==> src/rtl/scalar_execute_mc.sv <==
// -----------------------------------------------------------------------------
// scalar_execute_mc
//
// Scalar execute stage with a valid/ready handshake on both sides. Single-cycle
// ALU operations (add, sub, logic, shifts, move) produce a result one edge after
// acceptance; MUL runs an unsigned shift-add multiplier for WIDTH steps plus one
// finalise edge. The result is held in HOLD until the consumer takes it.
//
// Ports
//   clk        : clock, all state updates on the rising edge
//   rst        : asynchronous active-high reset
//   flush      : synchronous abort of any in-flight operation (highest priority)
//   in_valid   : request fields are valid
//   in_ready   : block can accept a request this cycle
//   data1      : operand A
//   data2      : register operand B
//   immediate  : immediate operand, sign-extended to WIDTH when use_imm = 1
//   use_imm    : select immediate (1) or data2 (0) as operand B
//   op         : operation select (0 ADD,1 SUB,2 AND,3 OR,4 XOR,5 SHL,6 SHR,
//                7 SRA,8 MUL, 9..15 MOV)
//   out_valid  : data_out and flags are valid
//   out_ready  : consumer accepts the result
//   data_out   : result
//   zero/sign/overflow : result flags
// -----------------------------------------------------------------------------
module scalar_execute_mc #(
   parameter int WIDTH     = 36,
   parameter int IMM_WIDTH = 25
) (
   input  logic                 clk,
   input  logic                 rst,
   input  logic                 flush,
   input  logic                 in_valid,
   output logic                 in_ready,
   input  logic [WIDTH-1:0]     data1,
   input  logic [WIDTH-1:0]     data2,
   input  logic [IMM_WIDTH-1:0] immediate,
   input  logic                 use_imm,
   input  logic [3:0]           op,
   output logic                 out_valid,
   input  logic                 out_ready,
   output logic [WIDTH-1:0]     data_out,
   output logic                 zero,
   output logic                 sign,
   output logic                 overflow
);

   localparam int SH_W  = $clog2(WIDTH);
   localparam int CNT_W = $clog2(WIDTH + 1);
   localparam int MSB   = WIDTH - 1;

   // Shift amounts are compared one bit wider so WIDTH itself is representable.
   localparam logic [SH_W:0]    WIDTH_SH = (SH_W + 1)'(WIDTH);
   // The counter runs 0..WIDTH: WIDTH step edges, then one finalise edge.
   localparam logic [CNT_W-1:0] MUL_DONE = CNT_W'(WIDTH);

   localparam logic [3:0] OP_ADD = 4'd0;
   localparam logic [3:0] OP_SUB = 4'd1;
   localparam logic [3:0] OP_AND = 4'd2;
   localparam logic [3:0] OP_OR  = 4'd3;
   localparam logic [3:0] OP_XOR = 4'd4;
   localparam logic [3:0] OP_SHL = 4'd5;
   localparam logic [3:0] OP_SHR = 4'd6;
   localparam logic [3:0] OP_SRA = 4'd7;
   localparam logic [3:0] OP_MUL = 4'd8;

   typedef enum logic [1:0] {
      IDLE     = 2'd0,
      BUSY_MUL = 2'd1,
      HOLD     = 2'd2
   } state_t;

   state_t               state_q, state_d;
   logic [WIDTH-1:0]     res_q, res_d;
   logic                 ovf_q, ovf_d;
   logic [2*WIDTH-1:0]   mcand_q, mcand_d;
   logic [WIDTH-1:0]     mplier_q, mplier_d;
   logic [2*WIDTH-1:0]   acc_q, acc_d;
   logic [CNT_W-1:0]     cnt_q, cnt_d;

   // ---------------------------------------------------------------------------
   // Operand selection and single-cycle ALU (evaluated on the live request so the
   // result is captured on the acceptance edge).
   // ---------------------------------------------------------------------------
   logic [WIDTH-1:0] imm_ext;
   logic [WIDTH-1:0] opb;
   logic [WIDTH-1:0] sum;
   logic [WIDTH-1:0] diff;
   logic [SH_W:0]    shamt;
   logic             shamt_big;
   logic [WIDTH-1:0] alu_res;
   logic             alu_ovf;

   assign imm_ext   = WIDTH'($signed(immediate));
   assign opb       = use_imm ? imm_ext : data2;
   assign sum       = data1 + opb;
   assign diff      = data1 - opb;
   assign shamt     = {1'b0, opb[SH_W-1:0]};
   assign shamt_big = (shamt >= WIDTH_SH);

   // NOTE: every combinational output gets a default before the case so no path
   // leaves it unassigned, which would otherwise infer a latch.
   always_comb begin
      alu_res = data1;
      alu_ovf = 1'b0;
      case (op)
         OP_ADD: begin
            alu_res = sum;
            alu_ovf = (data1[MSB] == opb[MSB]) && (sum[MSB] != data1[MSB]);
         end
         OP_SUB: begin
            alu_res = diff;
            alu_ovf = (data1[MSB] != opb[MSB]) && (diff[MSB] != data1[MSB]);
         end
         OP_AND: alu_res = data1 & opb;
         OP_OR:  alu_res = data1 | opb;
         OP_XOR: alu_res = data1 ^ opb;
         OP_SHL: alu_res = shamt_big ? '0 : (data1 << shamt[SH_W-1:0]);
         OP_SHR: alu_res = shamt_big ? '0 : (data1 >> shamt[SH_W-1:0]);
         OP_SRA: alu_res = shamt_big ? {WIDTH{data1[MSB]}}
                                     : WIDTH'($signed(data1) >>> shamt[SH_W-1:0]);
         default: alu_res = data1;  // MOV for 9..15; MUL goes through the multiplier
      endcase
   end

   // ---------------------------------------------------------------------------
   // Handshake
   // ---------------------------------------------------------------------------
   logic accept;

   assign in_ready  = !flush && ((state_q == IDLE) || ((state_q == HOLD) && out_ready));
   assign accept    = in_valid && in_ready;
   assign out_valid = (state_q == HOLD);
   assign data_out  = res_q;
   assign zero      = (res_q == '0);
   assign sign      = res_q[MSB];
   assign overflow  = ovf_q;

   // ---------------------------------------------------------------------------
   // Next-state logic
   // ---------------------------------------------------------------------------
   always_comb begin
      state_d  = state_q;
      res_d    = res_q;
      ovf_d    = ovf_q;
      mcand_d  = mcand_q;
      mplier_d = mplier_q;
      acc_d    = acc_q;
      cnt_d    = cnt_q;

      if (flush) begin
         // Abort wins over everything; the stale result is simply never shown.
         state_d = IDLE;
      end else begin
         case (state_q)
            BUSY_MUL: begin
               if (cnt_q == MUL_DONE) begin
                  state_d = HOLD;
                  res_d   = acc_q[WIDTH-1:0];
                  ovf_d   = |acc_q[2*WIDTH-1:WIDTH];
               end else begin
                  if (mplier_q[0]) begin
                     acc_d = acc_q + mcand_q;
                  end
                  mcand_d  = mcand_q << 1;
                  mplier_d = mplier_q >> 1;
                  cnt_d    = cnt_q + 1'b1;
               end
            end
            HOLD: begin
               if (out_ready && !accept) begin
                  state_d = IDLE;
               end
            end
            default: ;  // IDLE: only leaves on acceptance, handled below
         endcase

         // Acceptance is only possible in IDLE or in HOLD while the result drains,
         // so it overrides the per-state choice above.
         if (accept) begin
            if (op == OP_MUL) begin
               state_d  = BUSY_MUL;
               mcand_d  = {{WIDTH{1'b0}}, data1};
               mplier_d = opb;
               acc_d    = '0;
               cnt_d    = '0;
            end else begin
               state_d = HOLD;
               res_d   = alu_res;
               ovf_d   = alu_ovf;
            end
         end
      end
   end

   // ---------------------------------------------------------------------------
   // State registers
   // ---------------------------------------------------------------------------
   // NOTE: sequential state uses non-blocking assignments so every flop samples
   // the pre-edge values regardless of statement order.
   always_ff @(posedge clk or posedge rst) begin
      if (rst) begin
         state_q  <= IDLE;
         res_q    <= '0;
         ovf_q    <= 1'b0;
         mcand_q  <= '0;
         mplier_q <= '0;
         acc_q    <= '0;
         cnt_q    <= '0;
      end else begin
         state_q  <= state_d;
         res_q    <= res_d;
         ovf_q    <= ovf_d;
         mcand_q  <= mcand_d;
         mplier_q <= mplier_d;
         acc_q    <= acc_d;
         cnt_q    <= cnt_d;
      end
   end

endmodule

==> config.mk <==
export PLATFORM = sky130hd
export DESIGN_NAME = scalar_execute_mc
export DESIGN_NICKNAME = d
export VERILOG_FILES = /design/src/rtl/scalar_execute_mc.sv
export SDC_FILE = /design/constraint.sdc
export NUM_CORES = 1
export LEC_CHECK = 0
export CORE_ASPECT_RATIO = 0.7
export CORE_MARGIN = 2
export CORE_UTILIZATION = 31
export CTS_CLUSTER_SIZE = 8
export DETAILED_ROUTE_END_ITERATION = 8
export DONT_BUFFER_PORTS = 1
export PLACE_DENSITY = 0.5
export SYNTH_ARGS = -nofsm -noshare
export SYNTH_HDL_FRONTEND = slang
export SYNTH_SLANG_ARGS = --single-unit
==> constraint.sdc <==
create_clock -name clk -period 7.2 [get_ports clk]
set_input_delay 1.44 -clock clk [delete_from_list [all_inputs] [get_ports clk]]
set_output_delay 1.44 -clock clk [all_outputs]
set_load 0.03 [all_outputs]
### After elaboration in Yosys (flattened, before gate mapping)

Cells that the tools add are included.

| word-level totals | value |
|---|---|
| output and inout bits | 41 |
| input port bits | 107 |
| register bits | 225 |

| cells by class | value |
|---|---|
| $add $sub $neg | 4 |
| reductions and logical operators | 15 |
| muxes and demuxes | 37 |
| magnitude comparators | 1 |
| equality and inequality tests | 17 |
| shifts and indexed selects | 3 |
| bitwise logic cells | 3 |

Operator list:

| cell | count |
|---|---|
| 72-bit 2-to-1 mux | 9 |
| 36-bit 2-to-1 mux | 12 |
| 36-bit one-hot mux with 8 select lines | 1 |
| 72-bit adder | 1 |
| 36-bit adder | 1 |
| 36-bit bitwise AND | 1 |
| 36-bit logical NOT | 1 |
| 36-bit bitwise OR | 1 |
| 36-bit OR reduction | 1 |
| 36-bit by 6-bit << shifter with 36-bit output | 1 |
| 36-bit by 6-bit >> shifter with 36-bit output | 1 |
| 36-bit by 6-bit >>> shifter with 36-bit output | 1 |
| 36-bit subtractor | 1 |
| 36-bit bitwise XOR | 1 |
| 6-bit 2-to-1 mux | 4 |
| 4-bit by 3-bit == test with 1-bit output (second input constant) | 4 |
| 2-bit 2-to-1 mux | 5 |
| 4-bit by 2-bit == test with 1-bit output (second input constant) | 2 |
| 6-bit by 1-bit adder with 6-bit output (second input constant) | 1 |
| 6-bit == test (second input constant) | 1 |
| 6-bit >= comparator (second input constant) | 1 |
| 1-bit logical AND | 6 |
| 4-bit by 1-bit == test with 1-bit output (second input constant) | 1 |
| 4-bit == test (second input constant) | 1 |
| 15 further kinds | 21 |

### Longest topological paths before layout

Gate-level depths: netlist of the first run.

| logic depth | value |
|---|---|
| depth in word-level cells | 11 |
| depth in mapped cells | 18 |

### Worst setup path after synthesis of the first run

OpenSTA, ideal clock, no wires.

| timing path | value |
|---|---|
| path type | input to register |
| start | in use_imm |
| end | reg res_q[22] (netlist: data_out[22]) |
| cell stages on the path | 18 |
| setup slack | 1,527 ps |
| arrival time | 5,547 ps |
| path buffers | 6 |
| data required time | 7,074 ps |
| cells stage by stage | buf_4 > mux2i_1 > buf_2 > clkbuf_1 > buf_1 > buf_1 > ha_1 > clkbuf_1 > o21bai_1 > nand3_1 > a2111oi_0 > nor3_1 > nor4_1 > nor2_1 > a221o_1 > a21oi_1 > a221oi_1 > a221o_1 |

| on the way | value |
|---|---|
| word-level cells in the longest chain between the ends | 6 |
| elaborated cells between the ends (all ways) | 16 |

Ends and longest elaborated chain:

| what | line | source |
|---|---|---|
| start, declared | 38 | `input logic use_imm,` |
| 36-bit 2-to-1 mux (*) | 95 | `assign opb = use_imm ? imm_ext : data2;` |
| branches (longest 2 deep; another with 36-bit subtractor) | - |  |
| 36-bit one-hot mux with 8 select lines (*) | 106 | `case (op)` |
| 36-bit 2-to-1 mux (*) | 181 | `if (op == OP_MUL) begin` |
| 36-bit 2-to-1 mux (*) | 180 | `if (accept) begin` |
| end signal, assigned | 212 | `res_q <= res_d;` |
| end, declared | 74 | `logic [WIDTH-1:0] res_q, res_d;` |

Every way passes the cells marked *.
A chain may end at the register's enable or synchronous reset.

### Worst setup path after layout of the first run

Same ends and word-level chain as after synthesis.

==> results.json, run 1 <==
{
  "outcome": "finished clean",
  "worstPathArrival_ns": 6.51,
  "grt_antenna_before_repair": 4,
  "dieArea_sq_um": 79600,
  "hpwlAfterDp_mm": 84.3,
  "cp_max_fo": 29,
  "clkPwrFrac_pct": 27.9,
  "layout-drive-gt1-share_pct": 5.95,
  "start_util_pct": 31.3,
  "finalCoreUtilization_pct": 33.6,
  "final_nets": 3279,
  "ioPinCount": 148,
  "syn-cell-area_sq_um": 24000,
  "start_kind": "input pin",
  "clock_skew_ns": 0.0403,
  "instances_no_fill": 4023,
  "cts_resized": 0,
  "drc": 0,
  "p_seq_share_pct": 33.9,
  "rsz0062_at_grt": "false",
  "cts_buffer_depth": 3,
  "cts_hold_buf": 0,
  "hold_viol": 0,
  "hp-class": "reg2reg",
  "place_inst": 3981,
  "h-tree-depth": 2,
  "post-route-min-period_ns": 6.04,
  "cts_buffers": 34,
  "ys_ff_latch": 225,
  "p_int_w": 0.00304,
  "report.final.setup_viol": 0,
  "grt_pass1_vias": 22900,
  "critPathSlowestCell": "a2111oi_0",
  "drtIter0Drc": 3547,
  "synth_enable_flop_cells": 0,
  "yosysWarnings": 0,
  "fin_setup_tns_ns": 0,
  "drt_wl_total_mm": 112,
  "synthArstFlopShare_pct": 100,
  "cts-root-buf": "clkbuf_16",
  "synth.avg_cell_area_sq_um": 7.69,
  "avgRoutedWirePerCell_microns": 27.8,
  "synthDistinctLibCells": 83,
  "synth_cells": 3117,
  "cts_setup_buffers": 0,
  "crit_path_end_kind": "register",
  "crit_top_cell": "a221o_1",
  "worst_skew_pair.late_latency_ns": 0.58,
  "gp_congestion": 1.02,
  "power_density_nw_per_um2": 208,
  "core_area_sq_um": 76700,
  "synth_flop_cell": "dfrtp_1",
  "critPathKind": "in2reg",
  "switching_power_w": 0.00232,
  "syn2layout_area_growth_pct": 7.58,
  "worstPathRequired_ns": 7.67,
  "cpPeakStageDelay_ns": 0.85,
  "ir_drop_mv": 0.134,
  "dr_total_vias": 25200,
  "slew_headroom_pct": 12.3,
  "tritoncts": "done",
  "ant_nets": 0,
  "max_cap_violations": 0,
  "worstMarginPinSlew_ns": 1.30,
  "path_cells": "mux2i_4 -> inv_2 -> fa_1 -> o21bai_1 -> nand3_1 -> a2111oi_0 -> buf_4 -> nor3_1 -> nor4_1 -> nor2_1 -> a221o_1 -> a21oi_1 -> a221oi_1 -> a221o_1",
  "avgViaCountPerCell": 6.26,
  "place.port_buffers": 0,
  "clk_pin_slew_worst_paths_ns": 0.06,
  "rows": 85,
  "min_period_over_period_pct": 83.9,
  "track_usage_pct": 27.4,
  "timing.fmax_mhz": 166,
  "die_h_microns": 237,
  "clock_sinks": 225,
  "synth-seq-area-share_pct": 23.5,
  "die_w_microns": 336,
  "swShare_pct": 43.3,
  "drtPass1Iterations": 6,
  "grt_pass1_wl_mm": 163,
  "synth_fp_nets": 3423,
  "finalMaxSlewViolations": 0,
  "p_comb_share_pct": 38.2,
  "grt_overflow_total": 0,
  "p_leak_nw": 11.0,
  "grt_max_degree": 139
}
## kinds of logic (layout without fill, tap and decap cells)
logic type | after synthesis | after routing | synth area share, %
AOI/OAI and AO/OA | 1118 | 1118 | 30.8
and+or+nand+nor | 970 | 970 | 17.9
buffers and inverters | 367 | 227 | 5.98
DFF | 225 | 225 | 23.5
adders and majority gates | 199 | 199 | 10.5
muxes | 159 | 159 | 8.51
xor gates and xnor gates | 79 | 79 | 2.89
other | 0 | 2 | 0
## power by group through the flow
stage | registers (W) | clock network [W] | logic, W
6_report | 0.00182 | 0.00149 | 0.00205
3_3_place_gp | 0.00183 | 0 | 0.00197
3_5_place_dp | 0.00183 | 0 | 0.00196
2_1_floorplan | 0.00171 | 0 | 0.00143
5_1_grt | 0.00184 | 0.00157 | 0.00221
4_1_cts | 0.00181 | 0.00152 | 0.00197
## flip-flops by register name (all words and copies together) (netlist names)
signal	count
overflow	1
acc_q	72
mplier_q	36
state_q	2
mcand_q	72
data_out	36
cnt_q	6
## placed cells by master, fill, tap and decap left out, types with 19 or more instances in the layout
master     synthesis  routed
o221ai_1          19      19
a221oi_1          43      43
a22oi_1           22      22
a21oi_1          284     283
a211oi_1          36      35
a21o_1            64      64
o21bai_1          41      41
mux4_2            32      32
nor4_1            30      29
xnor2_1           54      54
nand4_1           42      42
a221o_1           52      52
xor2_1            25      25
buf_4              5      58
clkbuf_16          0      34
o21ai_0          229     228
o211ai_1          67      67
nand2_1          335     332
nor3_1            51      51
o31ai_1           20      20
mux2i_1          119     115
dfrtp_1          225     225
a31oi_1           35      35
inv_1            126     123
ha_1             196     196
nor2_1           347     345
o22ai_1           61      61
nand3_1           52      51
## Yosys cell counts (7+ instances only)
library cell / n / area [sq um]
and2_1: 16 / 100
a31o_2: 8 / 70.1
nor3_1: 51 / 255
or4_1: 7 / 52.6
a211oi_1: 36 / 270
nand2_1: 335 / 1260
xnor2_1: 54 / 473
mux2i_1: 119 / 1190
or3_1: 18 / 113
a211o_1: 11 / 96.3
nor3b_1: 7 / 52.6
clkbuf_1: 193 / 724
xor2_1: 25 / 219
a22o_1: 10 / 87.6
buf_1: 18 / 67.6
a21o_1: 64 / 480
nand4_1: 42 / 263
ha_1: 196 / 2450
nor2_1: 347 / 1300
nand3_1: 52 / 260
a22oi_1: 22 / 165
nand2b_1: 17 / 106
a221oi_1: 43 / 377
a221o_1: 52 / 521
o22ai_1: 61 / 382
buf_2: 22 / 110
a21oi_1: 284 / 1420
o31ai_1: 20 / 150
o211ai_1: 67 / 503
and3_1: 14 / 87.6
a31oi_1: 35 / 219
o21ai_0: 229 / 1150
o221ai_1: 19 / 166
mux4_2: 32 / 721
nor4_1: 30 / 188
inv_1: 126 / 473
o311ai_0: 10 / 87.6
o21bai_1: 41 / 308
o2111ai_1: 18 / 158
nor2b_1: 18 / 113
o22a_1: 12 / 105
o21a_1: 13 / 97.6
dfrtp_1: 225 / 5630
## layout make-up
class	count	area, sq um
Clock buffer	35	855
Timing Repair Buffer	59	455
Clock inverter	5	43.8
Fill cell	8214	50900
Multi-Input combinational cell	2525	17000
Tap cell	1044	1310
Antenna cell	2	5.00
Sequential cell	225	5630
Inverter	128	487
## per-stage QoR
stage / area, sq um / total power [W] / worst slack (ns) / hold WS [ns]
final: 25800 / 0.00536 / 1.16 / 0.505
after global placement: 24900 / 0.00380 / 0.832 / 0.488
after global routing: 25800 / 0.00562 / 0.966 / 0.520
after CTS: 25800 / 0.00530 / 1.40 / 0.500
after floorplan: 24000 / 0.00314 / 1.53 / 0.457
after detailed placement: 24900 / 0.00378 / 0.816 / 0.493
## final timing paths
| kind | end | slack [ns] | cells past startpoint | start |
|---|---|---|---|---|
| max | data_out[22] | 1.16 | 14 | use_imm |
| max in group asynchronous | acc_q[23] | 4.85 | 3 | rst |
| min in group asynchronous | cnt_q[2] | 0.95 | 2 | rst |
| max reg2reg | acc_q[57] | 2.61 | 11 | mcand_q[1] |
| min reg2reg | acc_q[71] | 0.50 | 1 | acc_q[71] |
| min | acc_q[71] | 0.50 | 1 | acc_q[71] |
## critical path, delay by kind of cell
family	cells	cell delay, ns
AO/OA/AOI/OAI	6	1.94
AND/OR/NAND/NOR	4	1.13
buffers and inverters	2	0.74
multiplexers	1	0.65
adder cells (fa/ha/maj)	1	0.55
## per-layer routing
| layer | vias to the layer above | track usage (%) | part of all wire (%) | wire [microns] |
|---|---|---|---|---|
| met4 | 6 | 6.67 | 2.6 | 2890 |
| met3 | 184 | 12.4 | 14 | 16200 |
| met1 | 12300 | 42.9 | 49 | 54300 |
| li1 | 11300 | - | - | - |
| met5 | - | 2.55 | 0.28 | 314 |
| met2 | 1454 | 32.0 | 34 | 38200 |
Power figures use the tool's default switching activity.
==> run 2, diff against run 1 <==
==> constraint.sdc (replaced) <==
create_clock -name clk -period 5 [get_ports clk]
set_input_delay 1 -clock clk [delete_from_list [all_inputs] [get_ports clk]]
set_output_delay 1 -clock clk [all_outputs]
set_load 0.03 [all_outputs]
==> results.json, run 2 (synthesis results as in run 1) <==
{
  "post-route-min-period_ns": 4.49,
  "multi_input_area_sq_um": 17000,
  "tritoncts": "done",
  "cts_hold_buf": 0,
  "die_w_microns": 336,
  "critPathKind": "in2reg",
  "switching_power_w": 0.00337,
  "p_seq_share_pct": 32.8,
  "n_antenna_cell": 0,
  "final.fill_count": 8100,
  "p_comb_share_pct": 38.0,
  "p_leak_nw": 11.4,
  "hpwlAfterDp_mm": 87.7,
  "crit_path_end_kind": "register",
  "hold_viol": 0,
  "grt_pass1_wl_mm": 169,
  "drc": 0,
  "finalMaxSlewViolations": 0,
  "final_nets": 3354,
  "outcome": "finished clean",
  "ant_nets": 0,
  "cts_buffer_depth": 3,
  "cts_buffers": 35,
  "timing.fmax_mhz": 223,
  "slew_headroom_pct": 14.2,
  "clock_skew_ns": 0.0312,
  "worstPathRequired_ns": 5.45,
  "clock_sinks": 225,
  "clkPwrFrac_pct": 29.1,
  "ioPinCount": 148,
  "start_util_pct": 31.3,
  "p_int_w": 0.00461,
  "worstPathArrival_ns": 4.94,
  "r2r_start": "mcand_q[0]",
  "place_inst": 4055,
  "drtIter0Drc": 3661,
  "track_usage_pct": 28.2,
  "grt_max_degree": 116,
  "power_density_nw_per_um2": 302,
  "worst_skew_pair.late_latency_ns": 0.58,
  "place.port_buffers": 0,
  "cts_setup_buffers": 0,
  "grt_overflow_total": 0,
  "max_cap_violations": 0,
  "instances_no_fill": 4099,
  "core_area_sq_um": 76700,
  "h-tree-depth": 2,
  "dieArea_sq_um": 79600,
  "start_kind": "input pin",
  "cts-root-buf": "clkbuf_16",
  "swShare_pct": 42.2,
  "drt_wl_total_mm": 115,
  "clk_pin_slew_worst_paths_ns": 0.06,
  "regArea_sq_um": 5630,
  "cts_resized": 0,
  "min_period_over_period_pct": 89.8,
  "rsz0062_at_grt": "false",
  "gp_congestion": 1.04,
  "syn2layout_area_growth_pct": 10.4,
  "die_h_microns": 237,
  "layout-drive-gt1-share_pct": 8.28,
  "rows": 85,
  "avgRoutedWirePerCell_microns": 28.0,
  "dr_total_vias": 25600,
  "hp-class": "in2async",
  "report.final.setup_viol": 0,
  "layout.cells.most_common": "nor2_1",
  "ir_drop_mv": 0.185,
  "avgViaCountPerCell": 6.25,
  "cp_max_fo": 29,
  "grt_antenna_before_repair": 1,
  "worstMarginPinSlew_ns": 1.28,
  "grt_pass1_vias": 23600,
  "top_regs": "acc_q (72), mcand_q (72)",
  "layout_common_cells": "345 x nor2_1, 332 x nand2_1, 283 x a21oi_1",
  "hold_slack_ns": 0.298,
  "fin_setup_tns_ns": 0,
  "drtPass1Iterations": 7,
  "crit_path_start": "use_imm"
}
-- run 2: changes by cell type in the layout (fill, tap and decap cells not counted), moves of 2 or more --
cell	delta
buf_12	+3
buf_4	+71
clkbuf_1	+3
clkbuf_16	+3
clkinv_2	-2
diode_2	-2
inv_6	-2
-- run 2: final timing paths --
check / to / slack (ns) / cells after the start
worst min register to register: mplier_q[28] / 0.49 / 1
worst max-delay path: data_out[35] / 0.51 / 15
max in group asynchronous: acc_q[32] / 3.65 / 2
min in group clk: mplier_q[28] / 0.49 / 1
worst min-delay path: data_out[15] / 0.30 / 1
worst max register to register: acc_q[46] / 0.68 / 12
-- run 2: cell type report --
cell class,instances,area share [%]
clock buffers,42,3.61
clock inverters,2,0.142
inverters,128,1.84
multi-input cells,2525,64.2
flip-flops and latches,225,21.3
well taps,1044,4.93
repair buffers,133,3.96
-- run 2: power groups by stage --
stage	clock, W	sequential [W]	combinational, W
after floorplan	0	0.00246	0.00206
after global placement	0	0.00264	0.00294
after detailed placement	0	0.00263	0.00291
after CTS	0.00238	0.00261	0.00293
after global routing	0.00245	0.00266	0.00328
final	0.00233	0.00262	0.00304
-- run 2: worst max-delay path, stage by stage --
cell	delay (ns)
mux2i_1	0.37
ha_1	0.37
buf_4	0.19
a211o_1	0.26
a211oi_1	0.40
a211oi_1	0.15
buf_4	0.17
a211oi_1	0.47
buf_4	0.23
o21ai_1	0.13
and2_1	0.24
a211oi_1	0.44
xnor2_1	0.14
a221oi_1	0.28
a21oi_1	0.10
-- run 2: per-stage QoR --
stage | util, % | cell area (sq um) | setup slack [ns] | total power [W]
detailed placement | 33.2 | 25500 | 0.0716 | 0.00555
global placement | 33.2 | 25500 | 0.0887 | 0.00558
global route | 34.5 | 26500 | 0.435 | 0.00839
finish | 34.5 | 26500 | 0.509 | 0.00798
CTS | 34.5 | 26500 | 0.648 | 0.00793
floorplan | - | 24000 | 0.0239 | 0.00452
-- run 2: per-layer routing --
layer | up-vias | GRT usage [%] | share of wire (%) | routed length [microns]
met1 | 12400 | 44.9 | 48 | 55300
met3 | 166 | 10.9 | 14 | 16200
li1 | 11400 | - | - | -
met4 | 2 | 6.06 | 2.2 | 2470
met5 | - | 2.43 | 0.23 | 269
met2 | 1587 | 33.9 | 35 | 40400
